File: config.mk
export PLATFORM = sky130hd
export DESIGN_NAME = div_seq_ctrl
export DESIGN_NICKNAME = d
export VERILOG_FILES = /design/src/rtl/div_seq_ctrl.sv
export SDC_FILE = /design/constraint.sdc
export NUM_CORES = 1
export LEC_CHECK = 0
export BUFFER_PORTS_ARGS = -buffer_cell sky130_fd_sc_hd__buf_4
export CAP_MARGIN = 5
export CORE_UTILIZATION = 58
export CTS_CLUSTER_SIZE = 14
export DETAILED_ROUTE_END_ITERATION = 16
export GPL_ROUTABILITY_DRIVEN = 0
export HOLD_SLACK_MARGIN = 0.06
export PLACE_DENSITY = 0.81
export SLEW_MARGIN = 20
export SYNTH_ARGS = -nofsm -noshare
export SYNTH_HDL_FRONTEND = slang
export SYNTH_SLANG_ARGS = --single-unit
File: constraint.sdc
create_clock -name i_clk -period 3.3 [get_ports i_clk]
set_input_delay 0.66 -clock i_clk [delete_from_list [all_inputs] [get_ports i_clk]]
set_output_delay 0.66 -clock i_clk [all_outputs]
set_load 0.01 [all_outputs]
File: src/rtl/div_seq_ctrl.sv
// Radix-2 restoring divider sequencer around a single 32-bit add/sub unit.
// Serves DIV/DIVU/REM/REMU next to the ALU: one trial subtraction per cycle,
// result held on o_quot/o_rem until the consumer takes it.
// Optional feature macro: DIV_SIGNED_EN (signed operands, FIX state).

// 32-bit add/sub with carry-out and overflow. Carry-lookahead structure is
// left to synthesis; add_sub=1 inverts b so carry_in=1 gives a - b.
module i_adder #(
    parameter int WIDTH = 32
) (
    input  logic [WIDTH-1:0] a,
    input  logic [WIDTH-1:0] b,
    input  logic             add_sub,
    input  logic             carry_in,
    output logic [WIDTH-1:0] sum_dif,
    output logic             c,
    output logic             v
);
    logic [WIDTH-1:0] b_x;

    // Conditionally invert b, add, and derive signed overflow.
    always_comb begin
        b_x          = add_sub ? ~b : b;
        {c, sum_dif} = {1'b0, a} + {1'b0, b_x} + {{WIDTH{1'b0}}, carry_in};
        v            = (a[WIDTH-1] == b_x[WIDTH-1]) && (sum_dif[WIDTH-1] != a[WIDTH-1]);
    end
endmodule

module div_seq_ctrl #(
    parameter int WIDTH = 32,
    parameter int CNT_W = 6
) (
    input  logic             i_clk,
    input  logic             i_rst_n,
    input  logic             i_valid,
    output logic             o_ready,
    input  logic [WIDTH-1:0] i_dividend,
    input  logic [WIDTH-1:0] i_divisor,
    input  logic             i_signed,
    input  logic             i_flush,
    output logic             o_valid,
    input  logic             i_ready,
    output logic [WIDTH-1:0] o_quot,
    output logic [WIDTH-1:0] o_rem,
    output logic             o_div_zero,
    output logic             o_busy
);
`ifdef DIV_SIGNED_EN
    typedef enum logic [1:0] {IDLE, RUN, DONE, FIX} state_t;
`else
    typedef enum logic [1:0] {IDLE, RUN, DONE} state_t;
`endif

    state_t           state;
    logic [CNT_W-1:0] cnt;
    logic [WIDTH-1:0] rem_r;   // partial remainder (its msb is the 33rd bit of the shifted value)
    logic [WIDTH-1:0] q_r;     // dividend shifting out / quotient shifting in
    logic [WIDTH-1:0] d_r;     // divisor magnitude

    logic [WIDTH-1:0] dvd_abs;
    logic [WIDTH-1:0] dvs_abs;

`ifdef DIV_SIGNED_EN
    logic dvd_neg, dvs_neg;
    logic sgn_r, neg_q_r, neg_r_r;
    assign dvd_neg = i_signed & i_dividend[WIDTH-1];
    assign dvs_neg = i_signed & i_divisor[WIDTH-1];
    assign dvd_abs = dvd_neg ? (~i_dividend + 1'b1) : i_dividend;
    assign dvs_abs = dvs_neg ? (~i_divisor + 1'b1) : i_divisor;
`else
    logic signed_unused;
    assign signed_unused = i_signed;
    assign dvd_abs       = i_dividend;
    assign dvs_abs       = i_divisor;
`endif

    // Trial subtraction: shift one dividend bit into the remainder, subtract d.
    logic             msb;
    logic [WIDTH-1:0] t;
    logic [WIDTH-1:0] sum_dif;
    logic             add_c;
    logic             adder_v_unused;
    logic             qbit;
    logic [WIDTH-1:0] rem_nx;
    logic [WIDTH-1:0] q_nx;

    assign msb = rem_r[WIDTH-1];
    assign t   = {rem_r[WIDTH-2:0], q_r[WIDTH-1]};

    i_adder #(.WIDTH(WIDTH)) u_add (
        .a        (t),
        .b        (d_r),
        .add_sub  (1'b1),
        .carry_in (1'b1),
        .sum_dif  (sum_dif),
        .c        (add_c),
        .v        (adder_v_unused)
    );

    // A set shifted-out msb means the 33-bit value already exceeds d.
    assign qbit   = add_c | msb;
    assign rem_nx = qbit ? sum_dif : t;
    assign q_nx   = {q_r[WIDTH-2:0], qbit};

    // Sequencer: state, datapath registers and registered handshake outputs.
    always_ff @(posedge i_clk) begin
        if (!i_rst_n) begin
            state      <= IDLE;
            cnt        <= '0;
            rem_r      <= '0;
            q_r        <= '0;
            d_r        <= '0;
            o_valid    <= 1'b0;
            o_quot     <= '0;
            o_rem      <= '0;
            o_div_zero <= 1'b0;
            o_busy     <= 1'b0;
            o_ready    <= 1'b1;
`ifdef DIV_SIGNED_EN
            sgn_r      <= 1'b0;
            neg_q_r    <= 1'b0;
            neg_r_r    <= 1'b0;
`endif
        end else begin
            case (state)
                IDLE: begin
                    // Flush is meaningless here; an accept always wins.
                    if (i_valid) begin
                        o_ready <= 1'b0;
                        o_busy  <= 1'b1;
                        if (i_divisor == '0) begin
                            state      <= DONE;
                            o_valid    <= 1'b1;
                            o_quot     <= '1;
                            o_rem      <= i_dividend;
                            o_div_zero <= 1'b1;
                        end else begin
                            state      <= RUN;
                            rem_r      <= '0;
                            q_r        <= dvd_abs;
                            d_r        <= dvs_abs;
                            cnt        <= '0;
                            o_div_zero <= 1'b0;
`ifdef DIV_SIGNED_EN
                            sgn_r      <= i_signed;
                            neg_q_r    <= dvd_neg ^ dvs_neg;
                            neg_r_r    <= dvd_neg;
`endif
                        end
                    end
                end
                RUN: begin
                    if (i_flush) begin
                        state   <= IDLE;
                        o_valid <= 1'b0;
                        o_ready <= 1'b1;
                        o_busy  <= 1'b0;
                    end else begin
                        rem_r <= rem_nx;
                        q_r   <= q_nx;
                        cnt   <= cnt + 1'b1;
                        if (cnt == CNT_W'(WIDTH - 1)) begin
`ifdef DIV_SIGNED_EN
                            if (sgn_r) begin
                                state <= FIX;
                            end else begin
                                state   <= DONE;
                                o_valid <= 1'b1;
                                o_quot  <= q_nx;
                                o_rem   <= rem_nx;
                            end
`else
                            state   <= DONE;
                            o_valid <= 1'b1;
                            o_quot  <= q_nx;
                            o_rem   <= rem_nx;
`endif
                        end
                    end
                end
`ifdef DIV_SIGNED_EN
                FIX: begin
                    if (i_flush) begin
                        state   <= IDLE;
                        o_valid <= 1'b0;
                        o_ready <= 1'b1;
                        o_busy  <= 1'b0;
                    end else begin
                        // Restore signs: quotient by sign mismatch, remainder follows dividend.
                        state   <= DONE;
                        o_valid <= 1'b1;
                        o_quot  <= neg_q_r ? (~q_r + 1'b1) : q_r;
                        o_rem   <= neg_r_r ? (~rem_r + 1'b1) : rem_r;
                    end
                end
`endif
                DONE: begin
                    // Flush drops the pending result exactly like a consume.
                    if (i_flush || i_ready) begin
                        state   <= IDLE;
                        o_valid <= 1'b0;
                        o_ready <= 1'b1;
                        o_busy  <= 1'b0;
                    end
                end
                default: begin
                    state   <= IDLE;
                    o_valid <= 1'b0;
                    o_ready <= 1'b1;
                    o_busy  <= 1'b0;
                end
            endcase
        end
    end
endmodule
## After elaboration in Yosys (flattened, before gate mapping)

Cells that the tools add are included.

- Equal/unequal tests: 11
- Reductions and logical operators: 11
- Bitwise logic cells: 3
- Order comparisons: 0
- Shift operators: 0
- Div/mod/pow operators: 0
- $add $sub $neg: 3
- Muxes and demuxes: 43
- Multiply operators: 0

Operators with widths:

| cell | number |
|---|---|
| $mux 32 | 15 |
| $pmux 32 s2 | 4 |
| $add 32x32->33 | 1 |
| $add 33x1->33 const B | 1 |
| $logic_not 32->1 | 1 |
| $not 32->32 | 1 |
| $mux 6 | 3 |
| $ne 2x2->1 const B | 7 |
| $pmux 6 s2 | 1 |
| $mux 1 | 11 |
| $mux 2 | 5 |
| $pmux 1 s3 | 3 |
| $reduce_and 3->1 | 3 |
| $reduce_and 4->1 | 2 |
| $add 6x1->6 const B | 1 |
| $eq 6x5->1 const B | 1 |
| $pmux 2 s3 | 1 |
| $reduce_and 5->1 | 1 |
| $ne 3x3->1 const B | 1 |
| $eq 2x1->1 const B | 1 |
| $eq 2x2->1 const B | 1 |
| $logic_not 2->1 | 1 |
| $reduce_and 2->1 | 1 |
| $reduce_bool 2->1 | 1 |
| 3 further kinds | 3 |

- Bits in latches: 0
- Flip-flop bits (word level): 172
- Memories: 0
- Output and inout port bits: 68
- Input port bits: 70
- Logic and storage cells: 82
- Bits in read-only memories: 0
- Memory bits (writable): 0

## Depth between registers and ports, before layout

Gate-level depths: netlist (run 1).

- Word-level depth: 8
- Gate-level depth with buffers: 13
- Depth with buffers taken out: 11

## Modules after synthesis

A second synthesis (run 1) with hierarchy kept.

- Cells, all modules: 1066
- Area total of the unflattened synthesis: 9097.5 um^2

By module, submodules not included:

| module | area an instance (um^2) | times used | cells each | sequential area each (um^2) |
|---|---|---|---|---|
| div_seq_ctrl | 7005.5 | 1 | 780 | 3443.3 |
| i_adder | 2092.0 | 1 | 286 | 0.0 |

## Worst setup path before layout (run 1)

Ideal clock, no wire load.

- Path type: flip-flop to flip-flop
- From: register q_r[31]
- To: register o_rem[14]
- Setup slack: 649 ps
- Setup time: 137 ps
- Buffers on the path: 1
- Cell stages (with the launch flop): 13
- Period minus slack after synthesis: 2651 ps
- Data arrival time: 2514 ps
- Required time: 3163 ps
- Cells stage by stage: dfxtp_1 inv_1 ha_1 fa_1 nor2b_1 o2111ai_1 a211oi_2 o21a_1 o31a_1 buf_2 nor3_1 a311oi_1 a211oi_1

- Cells in the longest elaborated chain, start to end: 7

RTL lines:

| what | line | text |
|---|---|---|
| start, declared | 57 | `logic [WIDTH-1:0] q_r;` |
| start signal, assigned | 140 | `q_r <= dvd_abs;` |
| start signal, assigned | 160 | `q_r <= q_nx;` |
| $add 32x32->33 (*) | 24 | `{c, sum_dif} = {1'b0, a} + {1'b0, b_x} + {{WIDTH{1'b0}}, carry_in};` |
| $add 33x1->33 (*) | 24 |  |
| $or 1x1->1 | 101 | `assign qbit = add_c \| msb;` |
| $mux 32 (*) | 102 | `assign rem_nx = qbit ? sum_dif : t;` |
| $mux 32 (*) | 162 | `if (cnt == CNT_W'(WIDTH - 1)) begin` |
| $mux 32 (*) | 153 | `if (i_flush) begin` |
| $pmux 32 s2 (*) | 125 | `case (state)` |
| end signal, assigned | 135 | `o_rem <= i_dividend;` |
| end signal, assigned | 176 | `o_rem <= rem_nx;` |
| end, declared | 44 | `output logic [WIDTH-1:0] o_rem,` |

Every way passes the cells marked *; elsewhere a longest branch is shown, timed or not. The select of a mux whose other input is x is not followed.
A chain may end at the register's enable or synchronous reset.

## Worst setup path after layout (run 1)

- From: register q_r[31]
- To: register o_rem[5]

Same word-level chain as after synthesis.

==> run summary, run 1 <==
The number of synthesized flops with an enable pin is 0. The number of global-route vias before repair was 8413. Clock tree synthesis selected as its root buffer the cell sky130_fd_sc_hd__clkbuf_16.

The largest net degree at the start of global routing is 101. The number of pins exceeding their max-slew limit in the final report came out at 0. The power spent charging and discharging nets is 3024 uW. The actual transition at the worst max-transition pin came out at 0.6466 ns. Of all cell types, the one taking the most synthesized area is sky130_fd_sc_hd__dfxtp_1. The area share of the largest cell type after synthesis came out at 37.66%. The latest clock arrival within the worst-skew pair is 0.44 ns. After detailed routing, the number of remaining DRC violations is 0. The peak supply drop is 0.4377 mV. The post-route minimum period came out at 3.163 ns. The wire length per cell after detailed routing came out at 17.54 um. The post-CTS clock slew at the launch and capture registers of the worst setup and hold paths came out at 0.07 ns.

The maximum net fanout on the critical path is 9. Per report_power, the clock group accounts for 26.0% of the total. The I/O pin count came out at 138. The power density normalized to cell area is 678.3 nW/um^2. The layer carrying the most global-route usage is met2.

The total of warnings raised by yosys is 0. The tree built by TritonCTS fans out to 172 sinks. The number of antenna diodes in the final layout is 0. The fraction of the yosys area taken by sequential cells came out at 37.66%. STA puts the critical path data arrival time at 3.46 ns.

The clock tree buffer depth came out at 2. The first-pass GRT wire length came out at 41930 um. The cell leakage power is 0.004484 uW.

The count of maximum capacitance violations came out at 0. The CTS buffer count is 17. The site row count is 45. The net count of the finished layout is 1372. Global routing consumed, on the met1 layer, 45.47% of the routing resources. The maximum clock skew at final layout is 0.01023 ns.

The total negative setup slack came out at 0 ns. The fmax came out at 316.2 MHz. The buffers inserted during post-CTS setup optimization came out at 0. The area overhead of the layout relative to synthesis came out at 19.82%. The number of distinct standard cells referenced by the synthesized netlist is 64. Ranked by total cell area, the synthesized netlist is headed by sky130_fd_sc_hd__dfxtp_1 38%, sky130_fd_sc_hd__nor2_1 5.7%, sky130_fd_sc_hd__nand2_1 5.1%.

The total global routing track utilization came out at 32.21%. The run finished with clean final reports. The floorplan step defined a die boundary enclosing 16270 sq um. Global routing consumed, on the met3 layer, 6.407% of the routing resources. The synthesized net count is 1280. Setup violations remaining at the end of the flow were counted as 0. Leaving out fill and tap cells, the most frequent cell in the layout is sky130_fd_sc_hd__dfxtp_1. The number of violations reported at the end of detailed-routing iteration 0 is 1244.

The worst endpoint required time is 3.60 ns. The most used flip-flop cell after synthesis is sky130_fd_sc_hd__dfxtp_1. The combinational share of power came out at 41.7%. Port buffering added 136 buffers. The number of detailed-routing iterations run before antenna repair came out at 6. From bottom edge to top edge, the die measures 127.6 um. Setup repair after global routing left no endpoint under its margin. Internal power comes to 4406 uW. The number of placed cells counting well taps is 1460. The number of register bits inferred by synthesis came out at 172.

STA classifies the critical path startpoint as a flip-flop. The final period utilization came out at 95.84%. The number of antenna violations at the first check in global routing is 0. The HPWL after detailed placement is 18410 um. The fill cell total of the finished layout is 1255. The synthesized area per cell came out at 7.774 sq um.

The total overflow left after global routing is 0. Headroom to the max-slew limit came out at 56.44%. The sequential power share is 32.3%.

The detail route stage leaves a number of antenna-violating nets equal to 0. The proportion of layout cells with a drive suffix above 1 came out at 17.25%. The worst setup path is captured at a flip-flop.

The detailed-route wire length came out at 26170 um. The via-per-instance ratio came out at 6.265. The library cells used most frequently in the layout, excluding fill and tap cells, are 171 x sky130_fd_sc_hd__dfxtp_1, 158 x sky130_fd_sc_hd__buf_4, 137 x sky130_fd_sc_hd__nor2_1, 123 x sky130_fd_sc_hd__nand2_1, 86 x sky130_fd_sc_hd__nor3_1.

The met2 capacity usage during global routing came out at 48.44%. The width of the die came out at 127.6 um. The count of endpoints failing hold in the final timing report came out at 0. The TritonCTS clock tree is yes.

The worst hold path class is in2reg. The fraction of registers with async set/reset came out at 0%. The starting density of the core is 59.70%. The total core area is 15310 sq um. In this run the number of H-tree levels came out at 4. The critical setup path kind is reg2reg. Summing over every cut layer, the via total after detailed routing is 9347.

Excluding fillers, the count of instances in the completed layout stands at 1492. The gate count after technology mapping came out at 1176. Summing every instance area after synthesis gives 9143 sq um. The proportion of total power due to net switching is 40.70%.
power groups by stage:
stage                     clock network, uW  registers, uW  logic (uW)
after floorplan                           0           2380        2170
after global placement                    0           2430        2910
after detailed placement                  0           2440        2970
after CTS                              1930           2390        2990
after global routing                   2020           2420        3310
final                                  1930           2400        3100
final timing paths:
check                             from               endpoint  slack [ns]  depth (start not counted)
hold reg to reg    o_busy$_SDFFE_PN0P_    o_busy$_SDFFE_PN0P_        0.47                          2
setup / recovery  q_r[31]$_SDFFE_PN0P_  o_rem[5]$_SDFFE_PN0P_        0.14                         12
setup reg to reg  q_r[31]$_SDFFE_PN0P_  o_rem[5]$_SDFFE_PN0P_        0.14                         12
hold / removal            i_divisor[3]    d_r[3]$_SDFFE_PN0P_        0.46                          3
through the flow:
stage          util, %  total power (uW)  setup slack [ns]  hold slack (ns)  area [sq um]
2_1_floorplan        -              4549            0.6488           0.4443          9143
3_3_place_gp     67.77              5344            0.2111           0.4487         10380
3_5_place_dp     67.77              5405            0.1462           0.4630         10380
4_1_cts          71.43              7316            0.1546           0.4592         10940
5_1_grt          71.53              7751           0.02124           0.4699         10950
6_report         71.53              7430            0.1373           0.4644         10950
kinds of logic after synthesis:
kind of cell | count (synthesis) | share of synthesized area (%)
adder cells (fa/ha/maj) | 34 | 4.735
buffers and inverters | 130 | 5.611
AO/OA/AOI/OAI | 291 | 21.13
flip-flops | 172 | 37.66
multiplexers | 40 | 4.407
XOR/XNOR | 20 | 1.916
AND/OR/NAND/NOR | 489 | 24.54
registers in the layout, indices dropped and copies added, names as in the netlist:
register and count:
rem_r 32, o_rem 32, cnt 6, q_r 32
d_r 32, o_ready 1, o_valid 1, state 2
o_quot 32, o_div_zero 1, o_busy 1
synthesized netlist by cell type (3+ instances only):
cell type                    n
sky130_fd_sc_hd__nand4_1    33
sky130_fd_sc_hd__nor3_1     86
sky130_fd_sc_hd__mux2i_1    38
sky130_fd_sc_hd__inv_1      38
sky130_fd_sc_hd__a32o_1      3
sky130_fd_sc_hd__ha_1       33
sky130_fd_sc_hd__o21bai_1    3
sky130_fd_sc_hd__nor4_1      8
sky130_fd_sc_hd__nand3_1    53
sky130_fd_sc_hd__o21ai_0    72
sky130_fd_sc_hd__o211a_1     3
sky130_fd_sc_hd__nand2_1   125
sky130_fd_sc_hd__o211ai_1    3
sky130_fd_sc_hd__clkbuf_1   65
sky130_fd_sc_hd__o22ai_1     4
sky130_fd_sc_hd__o311a_1     3
sky130_fd_sc_hd__a21oi_1    58
sky130_fd_sc_hd__a22oi_1     3
sky130_fd_sc_hd__or3_1      13
sky130_fd_sc_hd__nor2_1    138
sky130_fd_sc_hd__and3_1      7
sky130_fd_sc_hd__a311oi_1   38
sky130_fd_sc_hd__dfxtp_1   172
sky130_fd_sc_hd__a41oi_1     5
sky130_fd_sc_hd__xnor2_1    12
sky130_fd_sc_hd__nor2b_1     7
sky130_fd_sc_hd__a211oi_2    3
sky130_fd_sc_hd__o221ai_1    4
sky130_fd_sc_hd__o21a_1      7
sky130_fd_sc_hd__buf_2      12
sky130_fd_sc_hd__and2_1      4
sky130_fd_sc_hd__a31oi_1    44
sky130_fd_sc_hd__nand2b_1    4
sky130_fd_sc_hd__xor2_1      8
sky130_fd_sc_hd__a211oi_1    6
sky130_fd_sc_hd__a21o_1     12
sky130_fd_sc_hd__buf_1      11
layer usage:
metal	routed length, um	share of wire, %
met4	582	2.2
met2	11400	44
met5	0	0
met1	11530	44
met3	2665	10
cell type report:
cell class	instances	area [sq um]	share of cell area, %
tap	211	264.0	2.410
clock inverter	14	131.4	1.199
clock buffer	18	429.2	3.918
inverter	39	147.6	1.348
sequential	172	3445	31.44
timing repair buffer	164	1306	11.92
multi-input combinational	874	5231	47.76
what timing repair did:
item | in CTS | in global routing
hold buffers | 0 | 0
endpoints found under the setup margin | 0 | 11
gates resized for setup | 0 | 4
critical path, stage by stage, from the launching register on:
cell	delay, ns
sky130_fd_sc_hd__dfxtp_2	0.36
sky130_fd_sc_hd__inv_1	0.05
sky130_fd_sc_hd__ha_1	0.21
sky130_fd_sc_hd__fa_1	0.42
sky130_fd_sc_hd__nor2b_2	0.15
sky130_fd_sc_hd__o2111ai_1	0.17
sky130_fd_sc_hd__a211oi_2	0.41
sky130_fd_sc_hd__o21a_1	0.24
sky130_fd_sc_hd__o31a_1	0.26
sky130_fd_sc_hd__buf_4	0.20
sky130_fd_sc_hd__nor3_1	0.06
sky130_fd_sc_hd__a21oi_1	0.32
sky130_fd_sc_hd__a31oi_1	0.16
(Power assumes the default switching activity.)
==> run 2, diff against run 1 <==
Settings changed: PLACE_DENSITY 0.81 to 0.85.
==> run summary, run 2 (synthesis gave the netlist of run 1 again) <==
The final standard cell count with taps included and fillers excluded came out at 1494 (+0.13%). The actual transition at the worst max-transition pin came out at 0.5842 ns (-0.06244 ns). The depth of the worst hold-timing path is 3 (unchanged).

The HPWL after detailed placement is 18120 um (-1.5%). In this run the critical register-to-register path is captured at o_rem[30]$_SDFFE_PN0P_. The wire length per cell after detailed routing came out at 17.11 um (-2.5%).

The cell area after layout came out at 11030 sq um (+0.71%). The cell leakage power came out at 0.004520 uW (+0.79%). The number of violations reported at the end of detailed-routing iteration 0 came out at 1050 (-16%). The total core area came out at 15310 sq um (unchanged). The maximum level of the CTS H-tree came out at 4 (unchanged). The detailed-route wire length is 25560 um (-2.4%). The number of detailed-routing iterations run before antenna repair is 6 (unchanged). The end point of the worst hold path is d_r[21]$_SDFFE_PN0P_. The final period utilization was 96.92% (+1.1 points). The register-to-register setup slack came to 0.10 ns (-0.04 ns). The number of global-route vias before repair was 7940 (-5.6%). The depth of the most critical reg-to-reg path is 12 (unchanged). The post-CTS clock slew at the launch and capture registers of the worst setup and hold paths came to 0.07 ns (about the same).

The first-pass GRT wire length was 40290 um (-3.9%). The die area is 16270 sq um (unchanged). The maximum clock skew at final layout is 0.007904 ns (-0.002326 ns). The count of maximum capacitance violations is 0 (unchanged). The critical path is of the reg2reg type. The width of the die came to 127.6 um (unchanged). The run finished with clean final reports. The count of unresolved DRC violations after routing is 0 (unchanged).

In this run the most critical hold path is launched from i_divisor[21]. The power density normalized to cell area came out at 678.6 nW/um^2 (about the same). The site row count came out at 45 (unchanged). The library cell used most frequently in the layout, excluding fill and tap cells, is sky130_fd_sc_hd__dfxtp_1. The starting density of the core came out at 59.70% (unchanged).

The buffering stage count on the worst path with inverters included came to 2 (unchanged). Setup repair after global routing left no endpoint under its margin. The peak supply drop came out at 0.4998 mV (+14%).

The number of placed cells counting well taps came out at 1461 (+0.068%). The latest clock arrival within the worst-skew pair was 0.44 ns (about the same). The overall via count from detail_route came to 9284 (-0.67%). The number of hold-repair buffers added at the cts stage is 0 (unchanged). The fmax came out at 312.7 MHz (-1.1%). The data arrival time of the critical path came out at 3.50 ns (+0.04 ns). The CTS buffer count is 17 (unchanged).

The number of antenna violations at the first check in global routing is 0 (unchanged). The proportion of layout cells with a drive suffix above 1 was 17.54% (+0.28 points). The clock tree buffer depth was 2 (unchanged). The total negative setup slack came to 0 ns (unchanged).

The largest net degree at the start of global routing came out at 82 (-19%). The kind of cell with the highest combined delay along the critical path is compound AO/OA/AOI/OAI gates. The start of the worst register-to-register path is q_r[31]$_SDFFE_PN0P_. The worst setup path is captured at a flip-flop. The count of endpoints failing hold in the final timing report is 0 (unchanged).

The startpoint type of the worst setup path is a flip-flop. The final layout net count came to 1374 (+0.15%). The vertical die dimension was 127.6 um (unchanged). The worst slew slack as a fraction of its limit is 60.97% (+4.5 points). The largest individual stage delay along the critical path comes from the cell sky130_fd_sc_hd__fa_1. The largest incremental delay on the critical path is 0.41 ns (about the same). The I/O pin count came to 138 (unchanged).

The number of input and output port buffers inserted came out at 136 (unchanged). The antenna diode count was 0 (unchanged). In this run the worst hold path is classified as in2reg. The number of pins exceeding their max-slew limit in the final report came out at 0 (unchanged). The placed instance area came out at 10400 sq um (+0.19%). In the layout the commonest cells are 172 x sky130_fd_sc_hd__dfxtp_1, 159 x sky130_fd_sc_hd__buf_4, 137 x sky130_fd_sc_hd__nor2_1, 123 x sky130_fd_sc_hd__nand2_1, 86 x sky130_fd_sc_hd__nor3_1. The tree is rooted in a sky130_fd_sc_hd__clkbuf_16. The number of setup violations in the final report came out at 0 (unchanged).

The post-route minimum period is 3.198 ns (+0.03551 ns). The number of nets still failing antenna checks after routing is 0 (unchanged). Traced cell by cell, the critical path runs through inv_1 -> ha_1 -> fa_1 -> nor2b_1 -> o2111ai_1 -> a211oi_2 -> o21a_1 -> o31a_1 -> buf_4 -> nor2_2 -> a32oi_1 -> a31oi_1. The total global routing track utilization is 31.14% (-1.1 points). The power consumption came to 7486 uW (+0.75%). The via-per-instance ratio is 6.214 (-0.81%). The TritonCTS clock tree is yes. The maximum net fanout on the critical path is 6 (-3). The worst endpoint required time came out at 3.60 ns (about the same).

The area overhead of the layout relative to synthesis came out at 20.66%. The worst slack on hold paths came out at 0.4633 ns (-0.001157 ns). The CTS sink count is 172 (unchanged). The overflow left after global routing came out at 0 (unchanged).
==> run 2: cell types whose count changed in the layout (fill, tap and decap cells not counted), sizes merged <==
cell	delta
clkinvlp	-1
clkinv	+3
buf	+2
bufinv	+1
inv	-3
==> run 2: how the worst max path moves through the flow <==
stage / cells past startpoint / end / startpoint
2_1_floorplan: 12 / o_rem[14]$_SDFFE_PN0P_ / q_r[31]$_SDFFE_PN0P_
3_3_place_gp: 10 / o_rem[21]$_SDFFE_PN0P_ / i_divisor[16]
3_5_place_dp: 12 / o_rem[3]$_SDFFE_PN0P_ / q_r[31]$_SDFFE_PN0P_
4_1_cts: 12 / o_rem[3]$_SDFFE_PN0P_ / q_r[31]$_SDFFE_PN0P_
5_1_grt: 12 / o_rem[17]$_SDFFE_PN0P_ / q_r[31]$_SDFFE_PN0P_
6_report: 12 / o_rem[30]$_SDFFE_PN0P_ / q_r[31]$_SDFFE_PN0P_
==> run 2: power breakdown <==
group / internal [uW] / leakage (uW) / switching (uW)
Sequential: 2250 / 0.00140 / 153
Clock: 1090 / 0.000284 / 923
Combinational: 1150 / 0.00284 / 1930
Total: 4480 / 0.00452 / 3000
==> run 2: layer usage <==
layer | up-vias | GRT usage, % | share of wire, %
li1 | 4462 | - | -
met1 | 4325 | 44.13 | 45
met2 | 453 | 47.38 | 44
met3 | 44 | 5.905 | 9.2
met4 | 0 | 10.50 | 2.0
met5 | - | 0 | 0
==> run 2: worst reg2reg max path: stages (launching register included) <==
cell and delay [ns]:
sky130_fd_sc_hd__dfxtp_1 0.38, sky130_fd_sc_hd__inv_1 0.07, sky130_fd_sc_hd__ha_1 0.22, sky130_fd_sc_hd__fa_1 0.41
sky130_fd_sc_hd__nor2b_1 0.18, sky130_fd_sc_hd__o2111ai_1 0.17, sky130_fd_sc_hd__a211oi_2 0.38, sky130_fd_sc_hd__o21a_1 0.24
sky130_fd_sc_hd__o31a_1 0.27, sky130_fd_sc_hd__buf_4 0.16, sky130_fd_sc_hd__nor2_2 0.08, sky130_fd_sc_hd__a32oi_1 0.34
sky130_fd_sc_hd__a31oi_1 0.16
==> run 2: cell type report <==
| type | count | area [sq um] |
|---|---|---|
| clock buffers | 18 | 439.2 |
| clock inverters | 14 | 158.9 |
| fillers | 1193 | 4283 |
| inverters | 39 | 147.6 |
| multi-input cells | 874 | 5245 |
| flip-flops and latches | 172 | 3443 |
| well taps | 211 | 264.0 |
| repair buffers | 166 | 1334 |
==> run 2: repair_timing <==
item,4_1_cts,5_1_grt
buffers inserted,0,1
gates resized for setup,0,7
endpoints found under the setup margin,0,12
==> run 2: per-stage QoR <==
stage,worst slack (ns),util (%)
2_1_floorplan,0.6488,-
3_5_place_dp,0.1927,67.90
3_3_place_gp,0.2229,67.90
5_1_grt,0.01064,72.03
6_report,0.1018,72.03
4_1_cts,0.1615,71.81
==> run 3, diff against run 2 <==
Settings changed: BUFFER_PORTS_ARGS -buffer_cell sky130_fd_sc_hd__buf_4 to -buffer_cell sky130_fd_sc_hd__buf_2.
==> run summary, run 3 (synthesis gave the netlist of run 1 again) <==
The count of maximum capacitance violations came to 0 (unchanged). The starting density of the core is 59.70% (unchanged). The most common cell after layout, fill and taps aside is sky130_fd_sc_hd__dfxtp_1. The type of element capturing the critical path is a flip-flop. The setup path with the least slack is of type reg2reg. The maximum level of the CTS H-tree was 4 (unchanged). Broken down by cell family, the worst path's largest delay share belongs to compound AO/OA/AOI/OAI gates. The number of placed cells counting well taps came to 1452 (-0.62%). The antenna diode count was 0 (unchanged). The I/O pin count came out at 138 (unchanged). The number of detailed-routing iterations run before antenna repair was 5 (-1). The power density normalized to cell area was 699.6 nW/um^2 (+3.1%). TritonCTS built the clock tree. The worst hold path begins at o_busy$_SDFFE_PN0P_. The number of input and output port buffers inserted came out at 136 (unchanged). The run finished with clean final reports. Setup repair after global routing could not meet its margin everywhere. The peak supply drop came out at 0.5997 mV (+20%). The fill cell total of the finished layout is 1257 (+5.4%). The total core area was 15310 sq um (unchanged). The detailed-route wire length came out at 25300 um (-1.0%). The latest clock arrival within the worst-skew pair came out at 0.44 ns (about the same). The largest net degree at the start of global routing came out at 88 (+7.3%). The signal on the critical path passes through inv_1 -> ha_1 -> fa_1 -> nor2b_2 -> o2111ai_1 -> a211oi_2 -> o21a_1 -> o31ai_4 -> nand2_4 -> mux2_2 -> o311a_1. The proportion of layout cells with a drive suffix above 1 is 16.78% (-0.75 points). The number of nets still failing antenna checks after routing came out at 0 (unchanged). The total global routing track utilization came out at 30.42% (-0.72 points). The width of the die came to 127.6 um (unchanged).

The maximum clock skew at final layout is 0.01473 ns (+0.006824 ns). The maximum net fanout on the critical path came out at 9 (+3). The HPWL after detailed placement is 17580 um (-3.0%). The post-route minimum period is 3.174 ns (-0.02422 ns). The number of antenna violations at the first check in global routing came out at 0 (unchanged). The library cells used most frequently in the layout, excluding fill and tap cells, are 172 x sky130_fd_sc_hd__dfxtp_1, 137 x sky130_fd_sc_hd__nor2_1, 136 x sky130_fd_sc_hd__buf_2, 123 x sky130_fd_sc_hd__nand2_1, 86 x sky130_fd_sc_hd__nor3_1.

The clock tree buffer depth is 2 (unchanged). The fmax is 315.1 MHz (+0.76%). The site row count was 45 (unchanged). The CTS sink count came to 172 (unchanged). The number of violations reported at the end of detailed-routing iteration 0 came out at 892 (-15%). The die area came to 16270 sq um (unchanged). The overflow left after global routing came out at 0 (unchanged). The post-CTS clock slew at the launch and capture registers of the worst setup and hold paths came to 0.07 ns (about the same). The final period utilization is 96.18% (-0.73 points). The placed instance area is 9978 sq um (-4.0%). The number of hold-repair buffers added at the cts stage is 0 (unchanged). The start of the worst register-to-register path is q_r[31]$_SDFFE_PN0P_.

The tree is rooted in a sky130_fd_sc_hd__clkbuf_16. The vertical die dimension came out at 127.6 um (unchanged). The number of setup violations in the final report came out at 0 (unchanged). The cell area after layout came out at 10580 sq um (-4.1%). The buffering stage count on the worst path with inverters included came out at 1 (-1). The largest incremental delay on the critical path is 0.43 ns (+0.02 ns).

The count of unresolved DRC violations after routing is 0 (unchanged). In this run the worst setup path begins at q_r[31]$_SDFFE_PN0P_. The count of endpoints failing hold in the final timing report is 0 (unchanged). The CTS buffer count came out at 17 (unchanged). The number of global-route vias before repair is 7780 (-2.0%).

The final standard cell count with taps included and fillers excluded came to 1486 (-0.54%). The data arrival time of the critical path came to 3.50 ns (about the same). The worst slew slack as a fraction of its limit came to 29.80% (-31 points). STA classifies the critical path startpoint as a flip-flop. The path class of the tightest hold or removal check is reg2reg. The worst endpoint required time came out at 3.62 ns (+0.02 ns). From synthesis to final layout, the design area changed by 15.70%. The first-pass GRT wire length is 39430 um (-2.1%).

The wire length per cell after detailed routing came out at 17.02 um (-0.48%). The final layout net count came to 1366 (-0.58%). The overall via count from detail_route was 9305 (+0.23%). The cell leakage power was 0.004421 uW (-2.2%). The slowest library cell on the worst path is sky130_fd_sc_hd__fa_1. The number of pins exceeding their max-slew limit in the final report is 0 (unchanged). The actual transition at the worst max-transition pin came out at 1.049 ns (+0.4650 ns). The via-per-instance ratio came to 6.262 (+0.77%).
==> run 3: cell count changes in the layout (fill, tap and decap cells not counted), sizes merged <==
cell      before  now
buf          166  158
clkinvlp       3    1
clkbuf        18   19
inv           42   43
==> run 3: area by class of cell <==
type	count	area, sq um	share of cell area (%)
repair buffers	158	920.9	8.706
clock buffers	19	442.9	4.187
flip-flops and latches	172	3443	32.55
multi-input cells	874	5230	49.44
inverters	39	147.6	1.396
well taps	211	264.0	2.496
clock inverters	13	128.9	1.218
==> run 3: worst paths after layout <==
check	depth (start not counted)	endpoint	slack (ns)
max	11	o_rem[21]$_SDFFE_PN0P_	0.13
max reg2reg	11	o_rem[21]$_SDFFE_PN0P_	0.13
min reg2reg	2	o_busy$_SDFFE_PN0P_	0.45
min	2	o_busy$_SDFFE_PN0P_	0.45
==> run 3: power breakdown <==
part	leakage (uW)	internal, uW	switching [uW]
combinational	0.00274	1110	1930
clock	0.000281	1080	882
sequential	0.00140	2250	159
total	0.00442	4430	2970
==> run 3: through the flow <==
stage	power (uW)	setup TNS [ns]	utilization, %	setup slack [ns]	hold slack [ns]
final	7400	0	69.07	0.1260	0.4538
after floorplan	4549	0	-	0.6488	0.4443
after CTS	7278	0	68.89	0.1400	0.4575
after global placement	5259	0	65.16	0.2342	0.4436
after global routing	7741	-0.02001	69.07	-0.02001	0.4762
after detailed placement	5331	0	65.16	0.1552	0.4492
==> run 3: what timing repair did <==
action | 4_1_cts | 5_1_grt
endpoints found under the setup margin | 0 | 11
buffers inserted | 0 | 2
gates resized for setup | 0 | 4
==> run 3: routing by layer <==
| metal | part of all wire [%] | GRT usage (%) |
|---|---|---|
| met5 | 0 | 0 |
| met2 | 43 | 45.52 |
| met3 | 11 | 6.407 |
| met1 | 44 | 43.98 |
| met4 | 1.7 | 8.543 |
==> run 3: worst min-delay path: cells and delay by family, from the launching register on <==
family             cells  cell delay, ns
and+or+nand+nor        1            0.05
AOI/OAI and AO/OA      1            0.05
DFF                    1            0.31
